**src/rtl/alu_pkg.sv**
```systemverilog
// Shared ALU definitions: multiplier FSM states and operand mode encoding.
package alu_pkg;

    typedef enum logic [1:0] {
        IDLE = 2'd0,
        RUN  = 2'd1,
        DONE = 2'd2
    } state_t;

    typedef enum logic {
        MODE_UNSIGNED = 1'b0,
        MODE_SIGNED   = 1'b1
    } mode_t;

endpackage

```
**src/rtl/seq_multiplier_rca.sv**
```systemverilog
// Ripple-carry adder, N bits, no carry in/out.
module seq_multiplier_rca #(
    parameter int N = 9
) (
    input  logic [N-1:0] a,
    input  logic [N-1:0] b,
    output logic [N-1:0] sum
);

    logic cy;

    always_comb begin
        cy  = 1'b0;
        sum = '0;
        for (int i = 0; i < N; i++) begin
            sum[i] = a[i] ^ b[i] ^ cy;
            cy     = (a[i] & b[i]) | (cy & (a[i] ^ b[i]));
        end
    end

endmodule

```
**src/rtl/seq_multiplier.sv**
```systemverilog
// Radix-2 sequential shift-add multiplier, signed or unsigned operands.
module seq_multiplier #(
    parameter int WIDTH = 8
) (
    input  logic               clk,
    input  logic               rst_n,
    input  logic               in_valid,
    output logic               in_ready,
    input  logic [WIDTH-1:0]   a,
    input  logic [WIDTH-1:0]   b,
    input  logic               signed_mode,
    output logic               out_valid,
    input  logic               out_ready,
    output logic [2*WIDTH-1:0] product,
    output logic               busy
);

    import alu_pkg::*;

    localparam logic [WIDTH-1:0] LAST = WIDTH'(WIDTH - 1);

    state_t             state;
    state_t             state_nx;
    mode_t              mode;
    logic [WIDTH-1:0]   mcand;
    logic [WIDTH-1:0]   mplier;
    logic [WIDTH-1:0]   acc;
    logic [WIDTH-1:0]   cnt;
    logic               neg;
    logic [2*WIDTH-1:0] prod_q;
    logic [WIDTH-1:0]   addend;
    logic [WIDTH:0]     sum;
    logic [2*WIDTH-1:0] mag;

    assign mode = mode_t'(signed_mode);

    // {acc, mplier} holds the running partial product; low bits shift out
    // of the multiplier as product bits shift in.
    always_comb begin
        addend = mplier[0] ? mcand : '0;
        mag    = {sum, mplier[WIDTH-1:1]};
    end

    seq_multiplier_rca #(
        .N(WIDTH + 1)
    ) u_rca (
        .a  ({1'b0, acc}),
        .b  ({1'b0, addend}),
        .sum(sum)
    );

    always_comb begin
        state_nx  = state;
        in_ready  = 1'b0;
        out_valid = 1'b0;
        busy      = 1'b1;
        unique case (state)
            IDLE: begin
                in_ready = 1'b1;
                busy     = 1'b0;
                if (in_valid) state_nx = RUN;
            end
            RUN: begin
                if (cnt == LAST) state_nx = DONE;
            end
            DONE: begin
                out_valid = 1'b1;
                if (out_ready) state_nx = IDLE;
            end
            default: state_nx = IDLE;
        endcase
    end

    always_ff @(posedge clk) begin
        if (!rst_n) state <= IDLE;
        else        state <= state_nx;
    end

    always_ff @(posedge clk) begin
        if (!rst_n) begin
            cnt    <= '0;
            acc    <= '0;
            mcand  <= '0;
            mplier <= '0;
            neg    <= 1'b0;
            prod_q <= '0;
        end else begin
            unique case (state)
                IDLE: begin
                    if (in_valid) begin
                        cnt <= '0;
                        acc <= '0;
                        if (mode == MODE_SIGNED) begin
                            mcand  <= a[WIDTH-1] ? (~a + 1'b1) : a;
                            mplier <= b[WIDTH-1] ? (~b + 1'b1) : b;
                            neg    <= a[WIDTH-1] ^ b[WIDTH-1];
                        end else begin
                            mcand  <= a;
                            mplier <= b;
                            neg    <= 1'b0;
                        end
                    end
                end
                RUN: begin
                    cnt           <= cnt + 1'b1;
                    {acc, mplier} <= mag;
                    // Sign fix-up lands in the register, keeping it off the output path.
                    if (cnt == LAST)
                        prod_q <= neg ? (~mag + 1'b1) : mag;
                end
                default: ;
            endcase
        end
    end

    assign product = prod_q;

endmodule

```
**config.mk**
```make
export PLATFORM = sky130hd
export DESIGN_NAME = seq_multiplier
export DESIGN_NICKNAME = d
export VERILOG_FILES = /design/src/rtl/alu_pkg.sv /design/src/rtl/seq_multiplier_rca.sv /design/src/rtl/seq_multiplier.sv
export SDC_FILE = /design/constraint.sdc
export NUM_CORES = 1
export LEC_CHECK = 0
export CORE_MARGIN = 2
export CORE_UTILIZATION = 59
export DETAILED_ROUTE_END_ITERATION = 16
export PLACE_DENSITY = 0.85
export SYNTH_ARGS = -nofsm -noshare
export SYNTH_HDL_FRONTEND = slang
export SYNTH_HIERARCHICAL = 1
export SYNTH_SLANG_ARGS = --single-unit
```
**constraint.sdc**
```tcl
create_clock -name clk -period 7 [get_ports clk]
set_clock_uncertainty 0.15 [all_clocks]
set_input_delay 1.05 -clock clk [delete_from_list [all_inputs] [get_ports clk]]
set_output_delay 1.05 -clock clk [all_outputs]
set_load 0.005 [all_outputs]
```
; ---- Yosys cells after proc, flatten, opt, wreduce, memory -nomap -nowiden
; Cells that the tools add are included.
[classes]
muxes = 19
n_eq_ne = 6
reduce_logical = 6
bitwise_logic = 41
add_sub_neg = 4
[op_table]
columns = operator, count
row1 = $mux 8, 7
row2 = $pmux 8 s2, 3
row3 = $add 8x1->8 const B, 3
row4 = $add 16x1->16 const B, 1
row5 = $mux 16, 1
row6 = $not 16->16, 1
row7 = $not 8->8, 2
row8 = $xor 1x1->1, 16
row9 = $and 1x1->1, 15
row10 = $eq 8x3->1 const B, 1
row11 = $or 1x1->1, 7
row12 = $mux 2, 3
row13 = $ne 2x2->1 const B, 3
row14 = $pmux 2 s3, 1
row15 = $reduce_and 2->1, 3
row16 = $mux 1, 4
row17 = $reduce_and 3->1, 1
row18 = $eq 2x1->1 const B, 1
row19 = $eq 2x2->1 const B, 1
row20 = $logic_not 2->1, 1
row21 = $reduce_bool 2->1, 1
[totals]
reg_bits = 51
input_bits = 21

; ---- Depth between registers and ports, before layout
; Gate-level depths: netlist (run 1).
[depth]
word_depth = 19
depth_mapped = 15

; ---- Cells and area by module
; The synthesis (run 1) kept the hierarchy.
[by_module_without_submodules]
columns = mod, seq_area_each_um2, area_per_inst_um2, instances, cells_each
row1 = seq_multiplier, 1021.0, 2668.8, 1, 325
row2 = seq_multiplier_rca, 0.0, 195.2, 1, 14

; ---- Worst setup path after synthesis (run 1)
; Ideal clock, no wire load.
[synth_path]
path_kind = register to register
startpoint = register mplier[0]
endpoint = register prod_q[15], in the netlist product[15]
required_ns = 6.771
path_slack_ns = 2.580
period_less_slack_ns = 4.420
path_stages_with_launch = 16
setup_time_ns = 0.079
t_arrival_ns = 4.190
path_buffers = 0
cell_sequence = dfxtp_1 -> and2_1 -> ha_1 -> inv_1 -> fa_1 -> inv_1 -> fa_1 -> fa_1 -> fa_1 -> fa_1 -> fa_1 -> fa_1 -> nor4_1 -> or2b_4 -> o2111a_1 -> a211oi_2
[synth_rtl]
columns = item, line_no
row1 = "start, declared", seq_multiplier.sv:26  ; logic [WIDTH-1:0] mplier;
row2 = "start signal, assigned", seq_multiplier.sv:95  ; mplier <= b[WIDTH-1] ? (~b + 1'b1) : b;
row3 = "start signal, assigned", seq_multiplier.sv:106  ; {acc, mplier} <= mag;
row4 = $mux 8, seq_multiplier.sv:40  ; addend = mplier[0] ? mcand : '0;
row5 = net addend[0], seq_multiplier.sv:31  ; logic [WIDTH-1:0] addend;
row6 = $and 1x1->1 (2 in a row), seq_multiplier_rca.sv:17  ; cy = (a[i] & b[i]) | (cy & (a[i] ^ b[i]));
row7 = $or 1x1->1, seq_multiplier_rca.sv:17
row8 = $and 1x1->1, seq_multiplier_rca.sv:17
row9 = $or 1x1->1, seq_multiplier_rca.sv:17
row10 = $and 1x1->1, seq_multiplier_rca.sv:17
row11 = $or 1x1->1, seq_multiplier_rca.sv:17
row12 = (+3 left out), --
row13 = $or 1x1->1, seq_multiplier_rca.sv:17
row14 = $and 1x1->1, seq_multiplier_rca.sv:17
row15 = $or 1x1->1, seq_multiplier_rca.sv:17
row16 = $xor 1x1->1, seq_multiplier_rca.sv:16  ; sum[i] = a[i] ^ b[i] ^ cy;
row17 = net sum[7], seq_multiplier.sv:32  ; logic [WIDTH:0] sum;
row18 = $not 16->16, seq_multiplier.sv:109  ; prod_q <= neg ? (~mag + 1'b1) : mag;
row19 = $add 16x1->16, seq_multiplier.sv:109
row20 = $mux 16, seq_multiplier.sv:109
row21 = "end signal, assigned", seq_multiplier.sv:109
row22 = "end, declared", seq_multiplier.sv:30  ; logic [2*WIDTH-1:0] prod_q;
; The timed path passes the listed nets, and every way through them passes these cells.
; A chain may end at the register's enable or synchronous reset.

; ---- Worst setup path after layout (run 1)
; Same ends and word-level chain as after synthesis.

==> results_dict.tcl, run 1 <==
set metrics [dict create \
    r2r-start "mplier[0]$_SDFFE_PN0P_" \
    start_util_pct 61.04 \
    dr_wl_met3_um 297 \
    io_buffers 39 \
    power.internal_uw 454.4 \
    instances_no_fill 422 \
    synth_top_flop_cell "dfxtp_1" \
    hold_start "mcand[7]$_SDFFE_PN0P_" \
    num_vias 2553 \
    vias_per_cell 6.050 \
    grt_first_pass_wirelength_mm 10.23 \
    core_mm2 0.004692 \
    drc 0 \
    grt_start_max_net_pins 38 \
    ys_seq_area_share_pct 35.65 \
    die_area_mm2 0.005427 \
    synth_area_leaders "dfxtp_1 (36%), a21oi_1 (5.4%), fa_1 (4.9%), nand2_1 (4.6%), xor2_1 (4.3%)" \
    pwr-share-clk_pct 35.0 \
    syn_area_mm2 0.002864 \
    crit_required_ps 7080 \
    numClockSinks 51 \
    worst_slew_pin_slew_ps 721.5 \
    wl_met2_mm 2.916 \
    syn_to_final_growth_pct 17.74 \
    detail-route-antenna-nets 0 \
    grt_pass1_vias 2281 \
    p_sw_share_pct 25.84 \
    cts_hold_buf 0 \
    period_needed_ps 4721 \
    grt_setup_unrepaired "no" \
    antenna_found_initial 0 \
    routed_wirelength_mm 6.135 \
    async_flop_share_pct 0 \
    nets 400 \
    hold_viol_final 0 \
    combinationalPowerShare_pct 14.7 \
    startpoint "mplier[0]$_SDFFE_PN0P_" \
    die_w_um 73.67 \
    cts_resized 0 \
    yosys_warnings 6 \
    place_congestion 0.8234 \
    yosys_register_bits 51 \
    grt-ovfl-total 0 \
    worstHoldPathType "reg -> reg" \
    io_pins 40 \
    synth_top_cell_by_area "dfxtp_1" \
    numPlacedInstances 414 \
    rows 25 \
    cp_slowest_cell "fa_1" \
    ys_types 55 \
    crit_top_cell "fa_1" \
    path_class "reg -> reg" \
    clock_latency_ps 310 \
    dpl.hpwl_mm 4.472 \
    peakVddDrop_v 0.00007639 \
    end_kind "register" \
    cts_setup_buffers 0 \
    critPathLaunchType "register" \
    p_switching_uw 158.4 \
    synth-edff-count 0 \
    wl_met1_mm 2.844 \
    cpPeakStageDelay_ps 500 \
    finalCritPeriodShare_pct 67.45 \
    synth_top_cell_area_share_pct 35.65 \
    post-place-ws_ps 2332 \
    drive_above_1_share_pct 7.337 \
    layout_common_cells "dfxtp_1 (51), clkdlybuf4s50_1 (39), nand2_1 (35), a21oi_1 (31), nor2_1 (24)" \
    clk_pin_slew_ps 90 \
    crit_fanout 9 \
    htreeDepth 2 \
    die_y_um 73.67 \
    drt_iter0_drc 121 \
    top_layer "met4" \
    finalMaxSlewViolations 0 \
    slew_headroom_pct 51.90 \
    p_leak_nw 1.278 \
    cts_tree "built" \
    antenna_cells 0 \
    max-clock-path-buffers 2 \
    seq_power_share_pct 50.3 \
    critical_path.cell_chain "and2_1, ha_1, inv_1, fa_1, inv_1, fa_1, fa_1, fa_1, fa_1, fa_1, fa_1, nor4_1, or2b_4, o2111a_1, a211oi_2" \
    final_common_cell "dfxtp_1" \
    track_usage_pct 24.31 \
    critPathArrivalTime_ps 4800 \
    setup_viol 0 \
    cts_made_buffers 5 \
    fin_ws_ps 2279 \
    cts-root-buf "clkbuf_8" \
    power_density_mw_per_mm2 181.7 \
    fillCellCount 396 \
    drv_cap 0 \
    synthCells 339 \
    fmax_mhz 211.8 \
    dr.pass1.iters 6 \
    status "completed" \
    wl_per_cell_um 14.54 \
    avgSynthCellArea_um2 8.448 \
    finalSetupTns_ps 0 \
]
-- final cells by class --
type                            count  area (um^2)  share of cell area, %
Timing Repair Buffer               42        412.9                  12.24
Tap cell                           54        67.56                  2.004
Clock buffer                        6        82.58                  2.449
Multi-Input combinational cell    251         1693                  50.20
Inverter                           16        60.06                  1.781
Clock inverter                      2        35.03                  1.039
Sequential cell                    51         1021                  30.28
-- stage by stage --
step	utilization (%)	area (um^2)	power (mW)	hold WS (ps)
after CTS	71.87	3372	0.6131	326.4
after floorplan	-	2868	0.3747	281.7
after global placement	69.36	3254	0.4015	290.9
final	71.87	3372	0.6128	322.9
after global routing	71.87	3372	0.6360	348.6
after detailed placement	69.36	3254	0.4046	314.1
-- metal layers --
metal,global-route usage [%],vias up
met2,38.79,69
met5,0,-
met3,4.527,10
met1,33.04,1223
li1,-,1251
met4,8.485,0
-- synth_stat cells (2+ instances only) --
master    number
dfxtp_1       51
nand2_1       35
a21oi_1       31
nor2_1        24
o21ai_0       18
inv_1         15
nand3_1       15
xor2_1        14
clkbuf_1      12
and2_1         8
a31oi_1        7
buf_2          7
fa_1           7
o41ai_1        7
xnor2_1        7
ha_1           5
o31ai_1        5
a211oi_1       4
a211oi_2       4
a22oi_1        4
mux2_2         4
nor2b_1        4
nor3_1         4
or3_1          4
nand4_1        3
or4_1          3
a311oi_1       2
and3_1         2
buf_4          2
nand3b_1       2
nor3b_1        2
o21a_1         2
o21bai_1       2
or4_4          2
-- power by group through the flow --
stage / clock network, mW / registers (mW) / logic, mW
final: 0.214 / 0.308 / 0.0901
after detailed placement: 0 / 0.315 / 0.0895
after global routing: 0.226 / 0.310 / 0.100
after global placement: 0 / 0.314 / 0.0872
after floorplan: 0 / 0.311 / 0.0641
after CTS: 0.215 / 0.308 / 0.0901
-- worst paths after layout --
path                                                  to  slack, ps  depth (start not counted)
worst min-delay path               mcand[7]$_SDFFE_PN0P_        320                          2
worst max-delay path            product[15]$_SDFFE_PN0P_       2280                         15
worst min register to register     mcand[7]$_SDFFE_PN0P_        320                          2
worst max register to register  product[15]$_SDFFE_PN0P_       2280                         15
-- kinds of logic (layout without fill, tap and decap cells) --
logic type	count (synthesis)	after routing	synth area share, %
and+or+nand+nor	117	117	21.23
AOI/OAI and AO/OA	93	93	21.19
DFF	51	51	35.65
buffers and inverters	38	66	5.547
xor gates and xnor gates	22	22	7.252
adders and majority gates	12	12	7.077
muxes	5	5	1.922
other	1	2	0.1309
-- critical path: cells and delay by family (launching register included) --
kind / cells / cell delay (ps)
AOI/OAI and AO/OA: 2 / 430
adders and majority gates: 8 / 2820
buffers and inverters: 2 / 120
DFF: 1 / 380
and+or+nand+nor: 3 / 750
-- registers in the layout, summed over array words and instances, names as in the netlist --
name and cells:
product 16, acc 8, cnt 8, mcand 8
mplier 8, state 2, neg 1
Note: power is estimated with default switching activity, not from simulation.
==> run 2, diff against run 1 <==
--- a/config.mk
+++ b/config.mk
@@ -6,9 +6,9 @@
 export NUM_CORES = 1
 export LEC_CHECK = 0
 export CORE_MARGIN = 2
-export CORE_UTILIZATION = 59
+export CORE_UTILIZATION = 49
 export DETAILED_ROUTE_END_ITERATION = 16
-export PLACE_DENSITY = 0.85
+export PLACE_DENSITY = 0.76
 export SYNTH_ARGS = -nofsm -noshare
 export SYNTH_HDL_FRONTEND = slang
 export SYNTH_HIERARCHICAL = 1
==> constraint.sdc (replaced) <==
create_clock -name clk -period 4 [get_ports clk]
set_clock_uncertainty 0.15 [all_clocks]
set_input_delay 0.6 -clock clk [delete_from_list [all_inputs] [get_ports clk]]
set_output_delay 0.6 -clock clk [all_outputs]
set_load 0.005 [all_outputs]
==> run 2 against run 1 <==
The flow now finishes with violations (negative setup slack). Final cell count rose by 5.7%. Sequential power rose by 75%. Die area is 19% higher. Via count fell by 2.2%. Total power rose by 63%. Non-clock buffer count increased by 6. Wire length fell by 0.36%. Maximum frequency up 12%. Worst setup slack got worse by 2500 ps.
==> results_dict.tcl, run 2 (synthesis results as in run 1) <==
set metrics [dict create \
    status "finished with violations" \
    violations "negative setup slack" \
    die_y_um 80.45 \
    htreeDepth 2 \
    dr.pass1.iters 4 \
    dpl.hpwl_mm 4.365 \
    die_w_um 80.45 \
    max-clock-path-buffers 2 \
    post_dp_cell_area_mm2 0.003327 \
    crit_required_ps 4070 \
    grt_setup_unrepaired "yes" \
    r2r_cells 15 \
    crit_fanout 2 \
    die_area_mm2 0.006472 \
    power_density_mw_per_mm2 288.4 \
    layout_common_cells "dfxtp_1 (50), clkdlybuf4s50_1 (39), nand2_1 (35), a21oi_1 (31), nor2_1 (24)" \
    wl_per_cell_um 13.71 \
    worst_hold_path.num_cells 2 \
    worst_slew_pin_slew_ps 744.3 \
    peakVddDrop_v 0.0001556 \
    antenna_found_initial 0 \
    slew_headroom_pct 50.38 \
    critPathArrivalTime_ps 4280 \
    path_class "reg -> reg" \
    antenna_cells 0 \
    largest_reg_flops 16 \
    crit_top_cell "fa_2" \
    clk_pin_slew_ps 90 \
    drt_iter0_drc 132 \
    io_pins 40 \
    grt-ovfl-total 0 \
    cpPeakStageDelay_ps 460 \
    fin_hold_ws_ps 306.9 \
    r2r-start "mplier[0]$_SDFFE_PN0P_" \
    fin_ws_ps -206.9 \
    num_vias 2497 \
    p_leak_nw 1.283 \
    track_usage_pct 19.74 \
    fmax_mhz 237.7 \
    postLayoutCellArea_mm2 0.003461 \
    r2r_setup_slack_ps -210 \
    end_kind "register" \
    hold_viol_final 0 \
    final_common_cell "dfxtp_1" \
    io_buffers 39 \
    hold_start "mcand[7]$_SDFFE_PN0P_" \
    drc 0 \
    clock_latency_ps 300 \
    core_mm2 0.005574 \
    timing.rr.end "product[15]$_SDFFE_PN0P_" \
    finalMaxSlewViolations 0 \
    post-place-ws_ps -219.4 \
    grt_first_pass_wirelength_mm 10.06 \
    drive_above_1_share_pct 12.03 \
    cts_tree "built" \
    critPathLaunchType "register" \
    cts-root-buf "clkbuf_8" \
    final_core_util_pct 62.09 \
    hold_path_end "mcand[7]$_SDFFE_PN0P_" \
    rows 27 \
    setup_viol 2 \
    numPlacedInstances 437 \
    cts_made_buffers 5 \
    cts_hold_buf 0 \
    detail-route-antenna-nets 0 \
    grt_start_max_net_pins 38 \
    instances_no_fill 446 \
    period_needed_ps 4207 \
    routed_wirelength_mm 6.113 \
    numClockSinks 51 \
    syn_to_final_growth_pct 20.84 \
    worstHoldPathType "reg -> reg" \
    cp_slowest_cell "fa_1" \
    vias_per_cell 5.599 \
    critical_path.cell_chain "and2_4, ha_4, inv_2, fa_2, inv_2, fa_2, fa_2, fa_2, fa_2, fa_2, fa_1, nor4_1, or2b_4, o2111a_1, a211oi_2" \
    grt_pass1_vias 2244 \
    finalCritPeriodShare_pct 105.2 \
    critPathBufInv 2 \
    crit_family "adder cells" \
    place_congestion 0.8574 \
    nets 406 \
    drv_cap 0 \
    start_util_pct 51.38 \
]
==> run 2: cell count changes in the layout (fill, tap and decap cells not counted), sizes merged <==
cell,previous run,this run
clkbuf,6,7
buf,3,9
bufinv,1,0
==> run 2: worst max-delay path by stage <==
stage,from,end,slack [ps],cells past startpoint
after floorplan,mplier[0]$_SDFFE_PN0P_,product[15]$_SDFFE_PN0P_,-170,15
after global placement,mplier[0]$_SDFFE_PN0P_,product[15]$_SDFFE_PN0P_,-160,15
after detailed placement,mplier[0]$_SDFFE_PN0P_,product[15]$_SDFFE_PN0P_,-220,15
after CTS,mplier[0]$_SDFFE_PN0P_,product[15]$_SDFFE_PN0P_,-210,15
after global routing,mplier[0]$_SDFFE_PN0P_,product[15]$_SDFFE_PN0P_,-360,15
final,mplier[0]$_SDFFE_PN0P_,product[15]$_SDFFE_PN0P_,-210,15
==> run 2: metrics by stage <==
step | TNS, ps | power [mW]
CTS | -339.8 | 1.004
global route | -639.4 | 1.046
detailed placement | -426.5 | 0.7122
floorplan | -288.8 | 0.6560
global placement | -295.6 | 0.7082
finish | -346.9 | 0.9981
==> run 2: cell type report <==
cell class              instances  area, um^2
clock inverters                 1       5.005
well taps                      72       90.09
fillers                       521        2113
flip-flops and latches         51        1022
repair buffers                 48       461.7
inverters                      16       60.06
multi-input cells             251        1745
clock buffers                   7       76.32
==> run 2: what timing repair did <==
item | in CTS | in global routing
pin swaps | 5 | 1
hold endpoints to repair | 0 | 0
resized for setup | 12 | 0
endpoints found under the setup margin | 2 | 2
setup buffers | 1 | 0
==> run 2: layer usage <==
| metal | global-route usage (%) | up-vias | share of wire, % |
|---|---|---|---|
| met1 | 25.42 | 1161 | 48 |
| met3 | 2.360 | 8 | 3.7 |
| met2 | 33.83 | 62 | 47 |
| met5 | 0 | - | 0 |
| li1 | - | 1266 | - |
| met4 | 7.288 | 0 | 1.2 |
==> run 2: power breakdown <==
part	leakage, nW	internal [mW]	switching [mW]
registers	0.415	0.523	0.0169
logic	0.826	0.0780	0.0929
clock network	0.0422	0.123	0.164
total	1.28	0.724	0.274
==> run 2: worst register-to-register path, delay by kind of cell (launching register included) <==
kind,cells,cell delay [ps]
buf+inv,2,80
simple gates,3,590
fa+ha+maj,8,2560
compound gates,2,430
flops,1,320
